<file path="src/rtl/rr_arbiter8.sv">
// rr_arbiter8: eight-way round-robin arbiter with hold limit and a one-cycle
// break-before-make gap between consecutive grants.
// Optional feature macro: RR_ARB_PRIO0_EN (requester 0 becomes high-priority,
// never moves the rotation pointer, and is exempt from the hold limit).
module rr_arbiter8 #(
    parameter int unsigned MAX_HOLD = 16
) (
    input  logic       clk,
    input  logic       rst_n,
    input  logic [7:0] req,
    output logic       grant_vld,
    output logic [2:0] grant_idx,
    output logic [7:0] grant,
    output logic       expire
);

    localparam logic [7:0] HOLD_LIMIT = 8'(MAX_HOLD);
    localparam bit         LIMIT_ON   = (MAX_HOLD != 0);

    typedef enum logic [1:0] {
        IDLE  = 2'd0,
        GRANT = 2'd1,
        GAP   = 2'd2
    } state_t;

    state_t     r_state, w_stateNext;
    logic [2:0] r_ptr, w_ptrNext;
    logic [7:0] r_hold, w_holdNext;
    logic [2:0] r_idx, w_idxNext;
    logic [7:0] r_grant, w_grantNext;
    logic       r_expire, w_expireNext;

    logic [2:0] w_winner;
    logic       w_found;
    logic       w_winnerIsPrio;
    logic       w_limitApplies;

    // Scan the requests starting at the rotation pointer; first set bit wins
    always_comb begin
        logic [2:0] cand;
        w_winner       = 3'd0;
        w_found        = 1'b0;
        w_winnerIsPrio = 1'b0;
        cand           = 3'd0;
        for (int k = 0; k < 8; k++) begin
            cand = r_ptr + 3'(k);
            if (!w_found && req[cand]) begin
                w_winner = cand;
                w_found  = 1'b1;
            end
        end
`ifdef RR_ARB_PRIO0_EN
        if (req[0]) begin
            w_winner       = 3'd0;
            w_winnerIsPrio = 1'b1;
        end
`endif
    end

    // The hold limit applies to every tenure except a high-priority one
    always_comb begin
`ifdef RR_ARB_PRIO0_EN
        w_limitApplies = LIMIT_ON && (r_idx != 3'd0);
`else
        w_limitApplies = LIMIT_ON;
`endif
    end

    // Next-state and next-output logic; outputs are registered from these
    always_comb begin
        w_stateNext  = r_state;
        w_ptrNext    = r_ptr;
        w_holdNext   = r_hold;
        w_idxNext    = r_idx;
        w_grantNext  = r_grant;
        w_expireNext = 1'b0;
        unique case (r_state)
            IDLE, GAP: begin
                if (w_found) begin
                    w_stateNext = GRANT;
                    w_idxNext   = w_winner;
                    w_grantNext = 8'(1) << w_winner;
                    w_holdNext  = 8'd1;
                    if (!w_winnerIsPrio) begin
                        w_ptrNext = w_winner + 3'd1;
                    end
                end else begin
                    w_stateNext = IDLE;
                    w_idxNext   = 3'd0;
                    w_grantNext = 8'h00;
                end
            end
            GRANT: begin
                if (!req[r_idx]) begin
                    w_stateNext = GAP;
                    w_idxNext   = 3'd0;
                    w_grantNext = 8'h00;
                end else if (w_limitApplies && (r_hold == HOLD_LIMIT)) begin
                    w_stateNext  = GAP;
                    w_idxNext    = 3'd0;
                    w_grantNext  = 8'h00;
                    w_expireNext = 1'b1;
                end else if (r_hold != 8'hFF) begin
                    w_holdNext = r_hold + 8'd1;
                end
            end
            default: begin
                w_stateNext = IDLE;
                w_idxNext   = 3'd0;
                w_grantNext = 8'h00;
            end
        endcase
    end

    // State and output registers, cleared immediately by reset
    always_ff @(posedge clk or negedge rst_n) begin
        if (!rst_n) begin
            r_state  <= IDLE;
            r_ptr    <= 3'd0;
            r_hold   <= 8'd0;
            r_idx    <= 3'd0;
            r_grant  <= 8'h00;
            r_expire <= 1'b0;
        end else begin
            r_state  <= w_stateNext;
            r_ptr    <= w_ptrNext;
            r_hold   <= w_holdNext;
            r_idx    <= w_idxNext;
            r_grant  <= w_grantNext;
            r_expire <= w_expireNext;
        end
    end

    assign grant_vld = (r_state == GRANT);
    assign grant_idx = r_idx;
    assign grant     = r_grant;
    assign expire    = r_expire;

endmodule

</file>
<file path="config.mk">
export PLATFORM = sky130hd
export DESIGN_NAME = rr_arbiter8
export DESIGN_NICKNAME = d
export VERILOG_FILES = /design/src/rtl/rr_arbiter8.sv
export SDC_FILE = /design/constraint.sdc
export NUM_CORES = 1
export LEC_CHECK = 0
export BUFFER_PORTS_ARGS = -buffer_cell sky130_fd_sc_hd__buf_2
export CAP_MARGIN = 20
export CORE_ASPECT_RATIO = 0.8
export CORE_MARGIN = 4
export CORE_UTILIZATION = 50
export DETAILED_ROUTE_END_ITERATION = 16
export MAX_ROUTING_LAYER = met4
export PLACE_DENSITY = 0.72
export SKIP_CTS_REPAIR_TIMING = 1
export SLEW_MARGIN = 20
export SYNTH_ARGS = -nofsm -noshare
export SYNTH_HDL_FRONTEND = slang
export SYNTH_SLANG_ARGS = --single-unit
</file>
<file path="constraint.sdc">
create_clock -name clk -period 3.85 [get_ports clk]
set_input_delay 0.77 -clock clk [delete_from_list [all_inputs] [get_ports clk]]
set_output_delay 0.77 -clock clk [all_outputs]
set_load 0.03 [all_outputs]
</file>
Word level (Yosys, flattened, before mapping)

Index checks and enable logic that the tools add are counted.

Logic and storage cells: 107
Output and inout port bits: 13
Input port bits: 10
Bits in registers: 25

Shifts and indexed selects: 1
Reductions and logical operators: 19
Equal/unequal tests: 9
Order comparisons: 9
Multiplexer cells: 54
$add $sub $neg: 9

Operators by type and width:

| kind                                                                          | number |
|---|---|
| 8-bit two-way mux                                                             | 7 |
| 3-bit by 4-bit less-than comparator with 1-bit output (second input constant) | 9 |
| 3-bit two-way mux                                                             | 11 |
| 8-bit case mux with 2 select lines                                            | 2 |
| 1-bit binary-select mux with 3-bit select                                     | 9 |
| 1-bit two-way mux                                                             | 21 |
| 3-bit adder (second input constant)                                           | 4 |
| 8-bit by 1-bit adder with 8-bit output (second input constant)                | 1 |
| 8-bit by 5-bit equality test with 1-bit output (second input constant)        | 1 |
| 8-bit != test (second input constant)                                         | 1 |
| 1-bit by 3-bit left shift with 8-bit output (first input constant)            | 1 |
| 1-bit logical AND                                                             | 7 |
| 1-bit logical NOT                                                             | 7 |
| 3-bit by 1-bit adder with 3-bit output (second input constant)                | 2 |
| 3-bit by 2-bit adder with 3-bit output (second input constant)                | 2 |
| 3-bit case mux with 2 select lines                                            | 1 |
| 5-bit AND reduction                                                           | 1 |
| 2-bit two-way mux                                                             | 2 |
| 2-bit by 1-bit != test with 1-bit output (second input constant)              | 2 |
| 2-bit != test (second input constant)                                         | 2 |
| 2-bit case mux with 2 select lines                                            | 1 |
| 3-bit by 2-bit != test with 1-bit output (second input constant)              | 1 |
| 2-bit by 1-bit equality test with 1-bit output (second input constant)        | 1 |
| 2-bit equality test (second input constant)                                   | 1 |
| 4 further kinds                                                               | 4 |

Logic depth before layout (Yosys ltp)

Gate-level depths: netlist of run 1.

Word-level depth: 27
Gate-level depth with buffers: 17
Depth with buffers taken out: 13

Worst setup path before layout of run 1

OpenSTA, ideal clock, no wires.

Path type: register to register
From: register r_ptr[0]
To: register r_ptr[2]
Path buffers: 4
Clock period less this slack: 3.805 ns
Arrival time: 3.678 ns
Required time: 3.724 ns
Stages on the path, launching flop included: 18
Library setup time: 0.126 ns
Slack: 0.045 ns
Path through: dfrtp_1 > buf_6 > buf_4 > buf_4 > inv_1 > ha_1 > buf_2 > mux4_2 > mux2_2 > a211o_1 > nor3b_4 > a2111oi_0 > a221o_1 > inv_1 > ha_1 > ha_1 > nand2_1 > o21ai_0

Longest elaborated chain between the ends: 25
Elaborated cells on any way between the ends: 55
Classes of those cells: add/sub: 8; mux: 32; reduce/logical: 15

RTL lines:

| element                                                                         | RTL line | RTL |
|---|---|---|
| start, declared                                                                 | 27       | `logic [2:0] r_ptr, w_ptrNext;` |
| start signal, assigned                                                          | 126      | `r_ptr <= w_ptrNext;` |
| branches (longest 25 deep; another with 3-bit by 1-bit adder with 3-bit output) | -        |  |

Several ways; the timed one is not identified. The select of a mux whose other input is x is not followed.
A chain may end at the register's enable or synchronous reset.

Worst setup path after layout of run 1

Ends and elaborated chain as after synthesis.

==> qor.yml, run 1 <==
run_status:
  outcome: "completed"
drt:
  drc: 0
  num_vias: 1823
  drtAntennaViolNets: 0
  routedWlPerCell_um: 16.1
  drt-total-wl_mm: 4.95
  drt_iter0_drc: 137
  drt_first_pass_iters: 4
  vias_per_cell: 5.92
sta:
  clock_skew_ns: 0.00840
  setup_viol: 0
  layout_min_cycle_time_ns: 3.54
  slew_headroom_pct: 31.4
  period_share_pct: 92.1
  tightestPinTransition_ns: 1.03
  hold_viol: 0
  rsz0062_at_grt: "no"
  maxSlewViolCount: 0
  tns_ns: 0
  clock.fmax_ghz: 0.282
placement:
  place_area_sq_mm: 0.00243
  port_buffers: 22
  hpwl_mm: 3.76
  gp_congestion: 0.903
floorplanning:
  fp.dieArea_sq_mm: 0.00562
  io_pins: 23
  num_rows: 21
  die_x_um: 82.8
  core-area_sq_mm: 0.00426
  die_h_um: 67.8
  start_util_pct: 52.6
worst_hold_path:
  hold_path_class: "in -> async"
layout:
  fin_area_sq_mm: 0.00247
  drive_gt1_share_pct: 23.5
  fillers: 384
  multiInputGateArea_sq_mm: 0.00150
  final_cell_mix: "28 x nand2_1, 25 x dfrtp_1, 22 x buf_2"
  nNetsFinal: 271
  final_common_cell: "nand2_1"
  regArea_sq_um: 626
  synthToLayoutAreaGrowth_pct: 10.6
  diodes: 0
  fin_util_pct: 58.1
worst_setup_path:
  critical_path.startpoint_type: "flop"
  r2r_cells: 13
  r2r_end: "r_ptr[2]"
  cp-end-kind: "flop"
  r2r_slack_ns: 0.31
  required_ns: 3.97
  worstSetupPathType: "reg -> reg"
  crit_arrival_ns: 3.66
  timing.rr.start: "r_ptr[0]"
  path_max_fanout: 20
clock_network:
  cts_tree: "built"
  htreeDepth: 1
  clock-sinks: 25
  numCtsBuffers: 3
  clk_path_buf_depth: 2
  cts_root_buf: "clkbuf_8"
  clk_latency_ns: 0.27
  clk_pin_slew_ns: 0.09
global_routing:
  grt_max_degree: 26
  antenna_found_initial: 0
  grt_pass1_wl_mm: 8.41
  grt_pass1_vias: 1711
  grt.overflow.total: 0
  grt_use_total_pct: 19.1
synthesis:
  synth-seq-cells: 25
  synth_edf_count: 0
  synth-warning-count: 0
  ys_seq_area_share_pct: 27.9
  syn_avg_cell_area_sq_um: 9.82
  synth_area_sq_mm: 0.00224
  ys_async_sr_fraction_pct: 100
  synth_ff_type: "dfrtp_1"
  synthCells: 228
  syn_nets: 247
  synth_cell_types: 51
pwr:
  p_per_area_mw_per_mm2: 974
  p_leak_nw: 1.13
  ir_drop_uv: 419
run:
  maxCapViolCount: 0
logic make-up (layout without fill, tap and decap cells):
kind of cell | Yosys count | in the layout | synth area share, %
compound gates | 49 | 49 | 15.8
xor+xnor | 9 | 9 | 3.52
fa+ha+maj | 9 | 9 | 5.03
buf+inv | 26 | 49 | 5.37
flops | 25 | 25 | 27.9
mux | 37 | 37 | 26.5
simple gates | 73 | 73 | 15.9
cell type report:
type	instances	area share [%]
Timing Repair Buffer	31	7.18
Tap cell	57	2.88
Clock inverter	1	0.303
Sequential cell	25	25.3
Inverter	14	2.12
Multi-Input combinational cell	177	60.6
Clock buffer	3	1.67
Yosys cell counts, types with 5 or more instances:
master / count / share of area [%]
a21oi_1: 8 / 1.8
dfrtp_1: 25 / 28
ha_1: 9 / 5.0
inv_1: 14 / 2.3
mux2_2: 10 / 5.0
mux2i_1: 12 / 5.4
mux4_1: 6 / 7.0
mux4_2: 9 / 9.1
nand2_1: 28 / 4.7
nor2_1: 20 / 3.4
o21ai_0: 7 / 1.6
xor2_1: 5 / 2.0
critical path, stage by stage, from the launching register on:
cell and delay [ns]:
dfrtp_1 0.36, buf_4 0.28, buf_4 0.23, mux2_2 0.34, mux4_2 0.50, nor2_1 0.21
o21ai_0 0.13, a2111oi_0 0.41, a221o_1 0.24, inv_1 0.08, ha_1 0.20, ha_1 0.27
nand2_1 0.05, o21ai_0 0.09
worst max-delay path by stage:
| stage | endpoint | from | cells past startpoint | slack (ns) |
|---|---|---|---|---|
| 6_report | r_ptr[2] | r_ptr[0] | 13 | 0.31 |
| 5_1_grt | r_ptr[2] | r_ptr[0] | 13 | 0.07 |
| 4_1_cts | r_ptr[2] | r_ptr[0] | 13 | 0.31 |
| 3_5_place_dp | r_ptr[2] | req[1] | 12 | 0.16 |
| 3_3_place_gp | r_ptr[2] | req[1] | 12 | 0.25 |
| 2_1_floorplan | r_ptr[2] | r_ptr[0] | 17 | 0.05 |
report_power, final:
| part | leakage (nW) | switching [W] | internal, W |
|---|---|---|---|
| logic | 0.778 | 0.00105 | 0.000792 |
| registers | 0.330 | 0.0000744 | 0.000335 |
| clock network | 0.0217 | 0.0000824 | 0.0000733 |
| total | 1.13 | 0.00121 | 0.00120 |
flip-flops by register name (all words and copies together) (netlist names):
register / cells
expire: 1
grant: 8
grant_idx: 3
r_hold: 8
r_ptr: 3
r_state: 2
metrics by stage:
stage               hold slack (ns)  power, W  worst slack [ns]  std cells
global placement              0.466   0.00224             0.253        304
finish                        0.475   0.00241             0.306        308
floorplan                     0.474   0.00184            0.0451        228
CTS                           0.489   0.00241             0.313        308
global route                  0.507   0.00263            0.0691        308
detailed placement            0.471   0.00225             0.161        304
routing by layer:
layer / track usage [%] / vias up / routed length [um]
li1: - / 897 / -
met3: 3.37 / 2 / 263
met4: 1.84 / 0 / 10
met2: 29.9 / 54 / 2250
met5: - / - / 0
met1: 27.2 / 870 / 2420
Power figures use the tool's default switching activity.
==> run 2, diff against run 1 <==
PLACE_DENSITY = 0.8   (was 0.72)
==> run 2 against run 1 <==
  * Critical path depth did not move
  * Critical path type unchanged
  * Cell area is 0.61% higher
  * Critical endpoint unchanged
  * Hold slack improved by 0.0027 ns
==> qor.yml, run 2 (synthesis results as in run 1) <==
run_status:
  outcome: "completed"
clock_network:
  numCtsBuffers: 3  # unchanged
  cts_root_buf: "clkbuf_8"
  clk_latency_ns: 0.27  # about the same
  clock-sinks: 25  # unchanged
  clk_path_buf_depth: 2  # unchanged
  htreeDepth: 1  # unchanged
  cts_tree: "built"
  clk_pin_slew_ns: 0.09  # about the same
sta:
  period_share_pct: 93.6  # +1.6 points
  clock.fmax_ghz: 0.277  # -1.7%
  setup_viol: 0  # unchanged
  layout_min_cycle_time_ns: 3.60  # +0.0608 ns
  hold_viol: 0  # unchanged
  rsz0062_at_grt: "no"
  maxSlewViolCount: 0  # unchanged
  slew_headroom_pct: 30.3  # -1.0 points
  tightestPinTransition_ns: 1.04  # +0.0155 ns
  tns_ns: 0  # unchanged
  clock_skew_ns: 0.00200  # -0.00640 ns
drt:
  drtAntennaViolNets: 0  # unchanged
  drc: 0  # unchanged
  num_vias: 1911  # +4.8%
  vias_per_cell: 6.22  # +5.2%
  drt_first_pass_iters: 4  # unchanged
  drt-total-wl_mm: 5.41  # +9.4%
  routedWlPerCell_um: 17.6  # +9.7%
  drt_iter0_drc: 300  # +120%
floorplanning:
  start_util_pct: 52.6  # unchanged
  fp.dieArea_sq_mm: 0.00562  # unchanged
  num_rows: 21  # unchanged
  core-area_sq_mm: 0.00426  # unchanged
  die_x_um: 82.8  # unchanged
  io_pins: 23  # unchanged
  die_h_um: 67.8  # unchanged
worst_setup_path:
  crit_start: "r_ptr[0]"
  crit_arrival_ns: 3.72  # +0.06 ns
  worstSetupPathType: "reg -> reg"
  path_common_cell: "ha_1"
  endpoint: "r_ptr[2]"
  r2r_slack_ns: 0.25  # -0.06 ns
  path_max_fanout: 27  # +35%
  timing.rr.start: "r_ptr[0]"
  slowest_stage: "mux4_2"
  cp-end-kind: "flop"
  critical_path.cell_chain: "buf_6, ha_2, mux4_2, mux2i_1, a32oi_1, nor3b_4, a2111oi_0, a221o_1, inv_1, ha_1, ha_1, nand2_1, o21ai_0"
  r2r_cells: 13  # unchanged
  critical_path.startpoint_type: "flop"
  required_ns: 3.96  # about the same
  cpPeakStageDelay_ns: 0.52  # +0.02 ns
  r2r_end: "r_ptr[2]"
global_routing:
  grt_pass1_vias: 1757  # +2.7%
  antenna_found_initial: 0  # unchanged
  grt_pass1_wl_mm: 8.86  # +5.3%
  grt_use_total_pct: 20.4  # +1.3 points
  grt_max_degree: 28  # +7.7%
  grt.overflow.total: 0  # unchanged
run:
  maxCapViolCount: 0  # unchanged
placement:
  place_area_sq_mm: 0.00241  # -0.62%
  hpwl_mm: 3.93  # +4.5%
  port_buffers: 22  # unchanged
  gp_congestion: 0.988  # +9.5%
layout:
  diodes: 0  # unchanged
  fillers: 371  # -3.4%
  fin_util_pct: 58.5  # +0.35 points
  final_common_cell: "nand2_1"
  synthToLayoutAreaGrowth_pct: 11.2
  drive_gt1_share_pct: 24.0  # +0.49 points
  nNetsFinal: 270  # -0.37%
  final_cell_mix: "28 x nand2_1, 25 x dfrtp_1, 22 x buf_2"
  fin_area_sq_mm: 0.00249  # +0.61%
pwr:
  ir_drop_uv: 530  # +26%
  p_per_area_mw_per_mm2: 999  # +2.5%
  p_leak_nw: 1.13  # -0.28%
worst_hold_path:
  hold_path_class: "in -> async"
==> run 2: through the flow <==
step,hold slack [ns],total power [W],setup slack [ns],instances
after global placement,0.470,0.00220,0.154,302
final,0.478,0.00249,0.245,307
after global routing,0.520,0.00271,0.0475,307
after floorplan,0.474,0.00184,0.0451,228
after CTS,0.492,0.00241,0.0427,306
after detailed placement,0.472,0.00225,0.0446,302
==> run 2: where the power goes <==
part	total, W	switching (W)	internal (W)	leakage, nW
Clock	0.000158	0.0000842	0.0000741	0.0228
Combinational	0.00192	0.00110	0.000817	0.774
Sequential	0.000411	0.0000759	0.000335	0.330
Total	0.00249	0.00126	0.00123	1.13
==> run 2: worst min path at each step <==
stage	slack [ns]	start	to	cells after the start
final	0.48	rst_n	grant[7]	1
after global routing	0.52	rst_n	grant[7]	1
after CTS	0.49	grant[3]	grant[3]	2
after detailed placement	0.47	grant[3]	grant[3]	2
after global placement	0.47	grant[1]	grant[1]	2
after floorplan	0.47	rst_n	expire	0
==> run 2: layout make-up <==
class | instances | area, sq um | share of cell area [%]
Inverter | 14 | 52.6 | 2.11
Sequential cell | 25 | 626 | 25.1
Tap cell | 57 | 71.3 | 2.86
Multi-Input combinational cell | 177 | 1520 | 61.1
Timing Repair Buffer | 30 | 174 | 6.98
Clock buffer | 4 | 45.0 | 1.81
==> run 2: per-layer routing <==
| metal | track usage (%) | share of wire (%) | vias up | routed length [um] |
|---|---|---|---|---|
| met5 | - | 0 | - | 0 |
| met3 | 3.49 | 6.8 | 14 | 366 |
| met1 | 28.3 | 47 | 912 | 2530 |
| li1 | - | - | 893 | - |
| met2 | 32.3 | 45 | 92 | 2430 |
| met4 | 3.27 | 1.4 | 0 | 74 |
==> run 2: critical path: cells and delay by family, from the launching register on <==
kind,cells,cell delay (ns)
multiplexers,2,0.67
buffers and inverters,2,0.37
AND/OR/NAND/NOR,2,0.43
AO/OA/AOI/OAI,4,0.86
adder cells (fa/ha/maj),3,0.73
flip-flops,1,0.37
==> run 3, diff against run 2 <==
CORE_UTILIZATION = 45   (was 50)
PLACE_DENSITY = 0.72   (was 0.8)
clock period = 4.6 ns   (was 3.85 ns; I/O delays follow)
==> run 3 against run 2 <==
  * Sequential share of layout area rose by 0.50 points
  * Via count fell by 1.6%
  * Die area increased by 9.9%
==> qor.yml, run 3 (synthesis results as in run 1) <==
global_routing:
  antenna_found_initial: 0  # unchanged
  grt_pass1_vias: 1711  # -2.6%
  grt_pass1_wl_mm: 8.73  # -1.5%
  grt_use_total_pct: 17.8  # -2.5 points
  grt.overflow.total: 0  # unchanged
  grt_max_degree: 28  # unchanged
floorplanning:
  core-area_sq_mm: 0.00471  # +11%
  start_util_pct: 47.6  # -5.0 points
  num_rows: 22  # +4.8%
  die_x_um: 86.9  # +4.9%
  die_h_um: 71.1  # +4.8%
  fp.dieArea_sq_mm: 0.00617  # +9.9%
  io_pins: 23  # unchanged
clock_network:
  htreeDepth: 1  # unchanged
  clk_path_buf_depth: 2  # unchanged
  clk_latency_ns: 0.27  # about the same
  cts_tree: "built"
  clk_pin_slew_ns: 0.09  # about the same
  clock-sinks: 25  # unchanged
  numCtsBuffers: 3  # unchanged
  cts_root_buf: "clkbuf_8"
sta:
  tns_ns: 0  # unchanged
  hold_viol: 0  # unchanged
  setup_viol: 0  # unchanged
  slew_headroom_pct: 43.9  # +14 points
  clock_skew_ns: 0.00642  # +0.00441 ns
  clock.fmax_ghz: 0.252  # -9.0%
  period_share_pct: 86.1  # -7.5 points
  layout_min_cycle_time_ns: 3.96  # +0.356 ns
  maxSlewViolCount: 0  # unchanged
  tightestPinTransition_ns: 0.834  # -0.208 ns
  rsz0062_at_grt: "no"
worst_setup_path:
  critical_path.cell_chain: "inv_1, ha_1, xor2_1, mux2_2, a211o_1, nor3b_4, a2111oi_0, a221o_1, inv_1, ha_1, ha_1, nand2_1, o21ai_0"
  slowest_stage: "xor2_1"
  required_ns: 4.73  # +0.77 ns
  worstSetupPathType: "reg -> reg"
  path_max_fanout: 11  # -59%
  cp_top_family: "compound AO/OA/AOI/OAI gates"
  r2r_end: "r_ptr[2]"
  crit_arrival_ns: 4.09  # +0.37 ns
  cp.depth: 13  # unchanged
  critical_path.startpoint_type: "flop"
  cpPeakStageDelay_ns: 0.51  # about the same
  path_common_cell: "ha_1"
  r2r_slack_ns: 0.64  # +0.39 ns
  r2r_cells: 13  # unchanged
  crit_buf_inv: 2  # unchanged
  timing.rr.start: "r_ptr[1]"
  cp-end-kind: "flop"
  endpoint: "r_ptr[2]"
  crit_start: "r_ptr[1]"
drt:
  routedWlPerCell_um: 16.7  # -4.9%
  drtAntennaViolNets: 0  # unchanged
  vias_per_cell: 6.14  # -1.3%
  drt_iter0_drc: 195  # -35%
  drt-total-wl_mm: 5.13  # -5.2%
  drt_first_pass_iters: 4  # unchanged
  drc: 0  # unchanged
  num_vias: 1880  # -1.6%
layout:
  fillers: 447  # +20%
  regArea_sq_um: 626  # unchanged
  final_cell_mix: "28 x nand2_1, 25 x dfrtp_1, 22 x buf_2"
  final_common_cell: "nand2_1"
  drive_gt1_share_pct: 22.0  # -2.0 points
  multiInputGateArea_sq_mm: 0.00150  # -1.5%
  diodes: 0  # unchanged
  synthToLayoutAreaGrowth_pct: 9.06
  nNetsFinal: 266  # -1.5%
placement:
  port_buffers: 22  # unchanged
  hpwl_mm: 3.91  # -0.44%
  gp_congestion: 0.898  # -9.2%
pwr:
  clkPwrFrac_pct: 6.7  # +0.3 points
  switching_share_pct: 51.2  # +0.48 points
  p_leak_nw: 1.11  # -1.9%
  p_int_w: 0.000967  # -21%
  seq_power_share_pct: 17.4  # +0.9 points
  power_w: 0.00198  # -20%
  p_per_area_mw_per_mm2: 811  # -19%
  p_switching_w: 0.00101  # -20%
  pwr-share-comb_pct: 75.9  # -1.2 points
  ir_drop_uv: 368  # -31%
worst_hold_path:
  min_path_cells: 2
  hold_path_class: "reg -> reg"
run:
  maxCapViolCount: 0  # unchanged
run_status:
  outcome: "completed"
[run 3: per-layer routing]
layer / routed length (um) / vias to the layer above / global-route usage, %
met5: 0 / - / -
met4: 33 / 0 / 1.38
met3: 324 / 9 / 3.26
met1: 2550 / 911 / 28.0
li1: - / 890 / -
met2: 2220 / 70 / 24.7
[run 3: area by class of cell]
cell class,count,area share (%)
Multi-Input combinational cell,177,61.4
Sequential cell,25,25.6
Timing Repair Buffer,26,5.74
Tap cell,60,3.08
Inverter,14,2.15
Clock buffer,3,1.69
Clock inverter,1,0.308
[run 3: how the worst min path moves through the flow]
stage	from	endpoint	slack [ns]
floorplan	r_hold[1]	r_hold[1]	0.51
global placement	grant[1]	grant[1]	0.47
detailed placement	grant[1]	grant[1]	0.47
CTS	grant[1]	grant[1]	0.49
global route	grant[1]	grant[1]	0.52
finish	grant[3]	grant[3]	0.49
[run 3: stage by stage]
step	util [%]	area [sq um]	setup slack [ns]	instances	hold WS [ns]
detailed placement	50.8	2390	0.660	302	0.470
finish	51.9	2440	0.639	306	0.486
CTS	51.9	2440	0.642	306	0.491
global route	51.9	2440	0.380	306	0.525
global placement	50.8	2390	0.766	302	0.469
floorplan	-	2240	0.795	228	0.506
[run 3: power groups by stage]
stage / Combinational, W / Clock (W) / Sequential, W
3_5_place_dp: 0.00149 / 0 / 0.000347
6_report: 0.00150 / 0.000132 / 0.000345
3_3_place_gp: 0.00148 / 0 / 0.000346
2_1_floorplan: 0.00118 / 0 / 0.000362
5_1_grt: 0.00168 / 0.000147 / 0.000354
4_1_cts: 0.00150 / 0.000136 / 0.000344
[run 3: worst reg2reg max path, stage by stage (launching register included)]
cell and delay [ns]:
dfrtp_1 0.39, inv_1 0.31, ha_1 0.34, xor2_1 0.51, mux2_2 0.41, a211o_1 0.34, nor3b_4 0.34, a2111oi_0 0.17
a221o_1 0.35, inv_1 0.11, ha_1 0.17, ha_1 0.23, nand2_1 0.05, o21ai_0 0.10
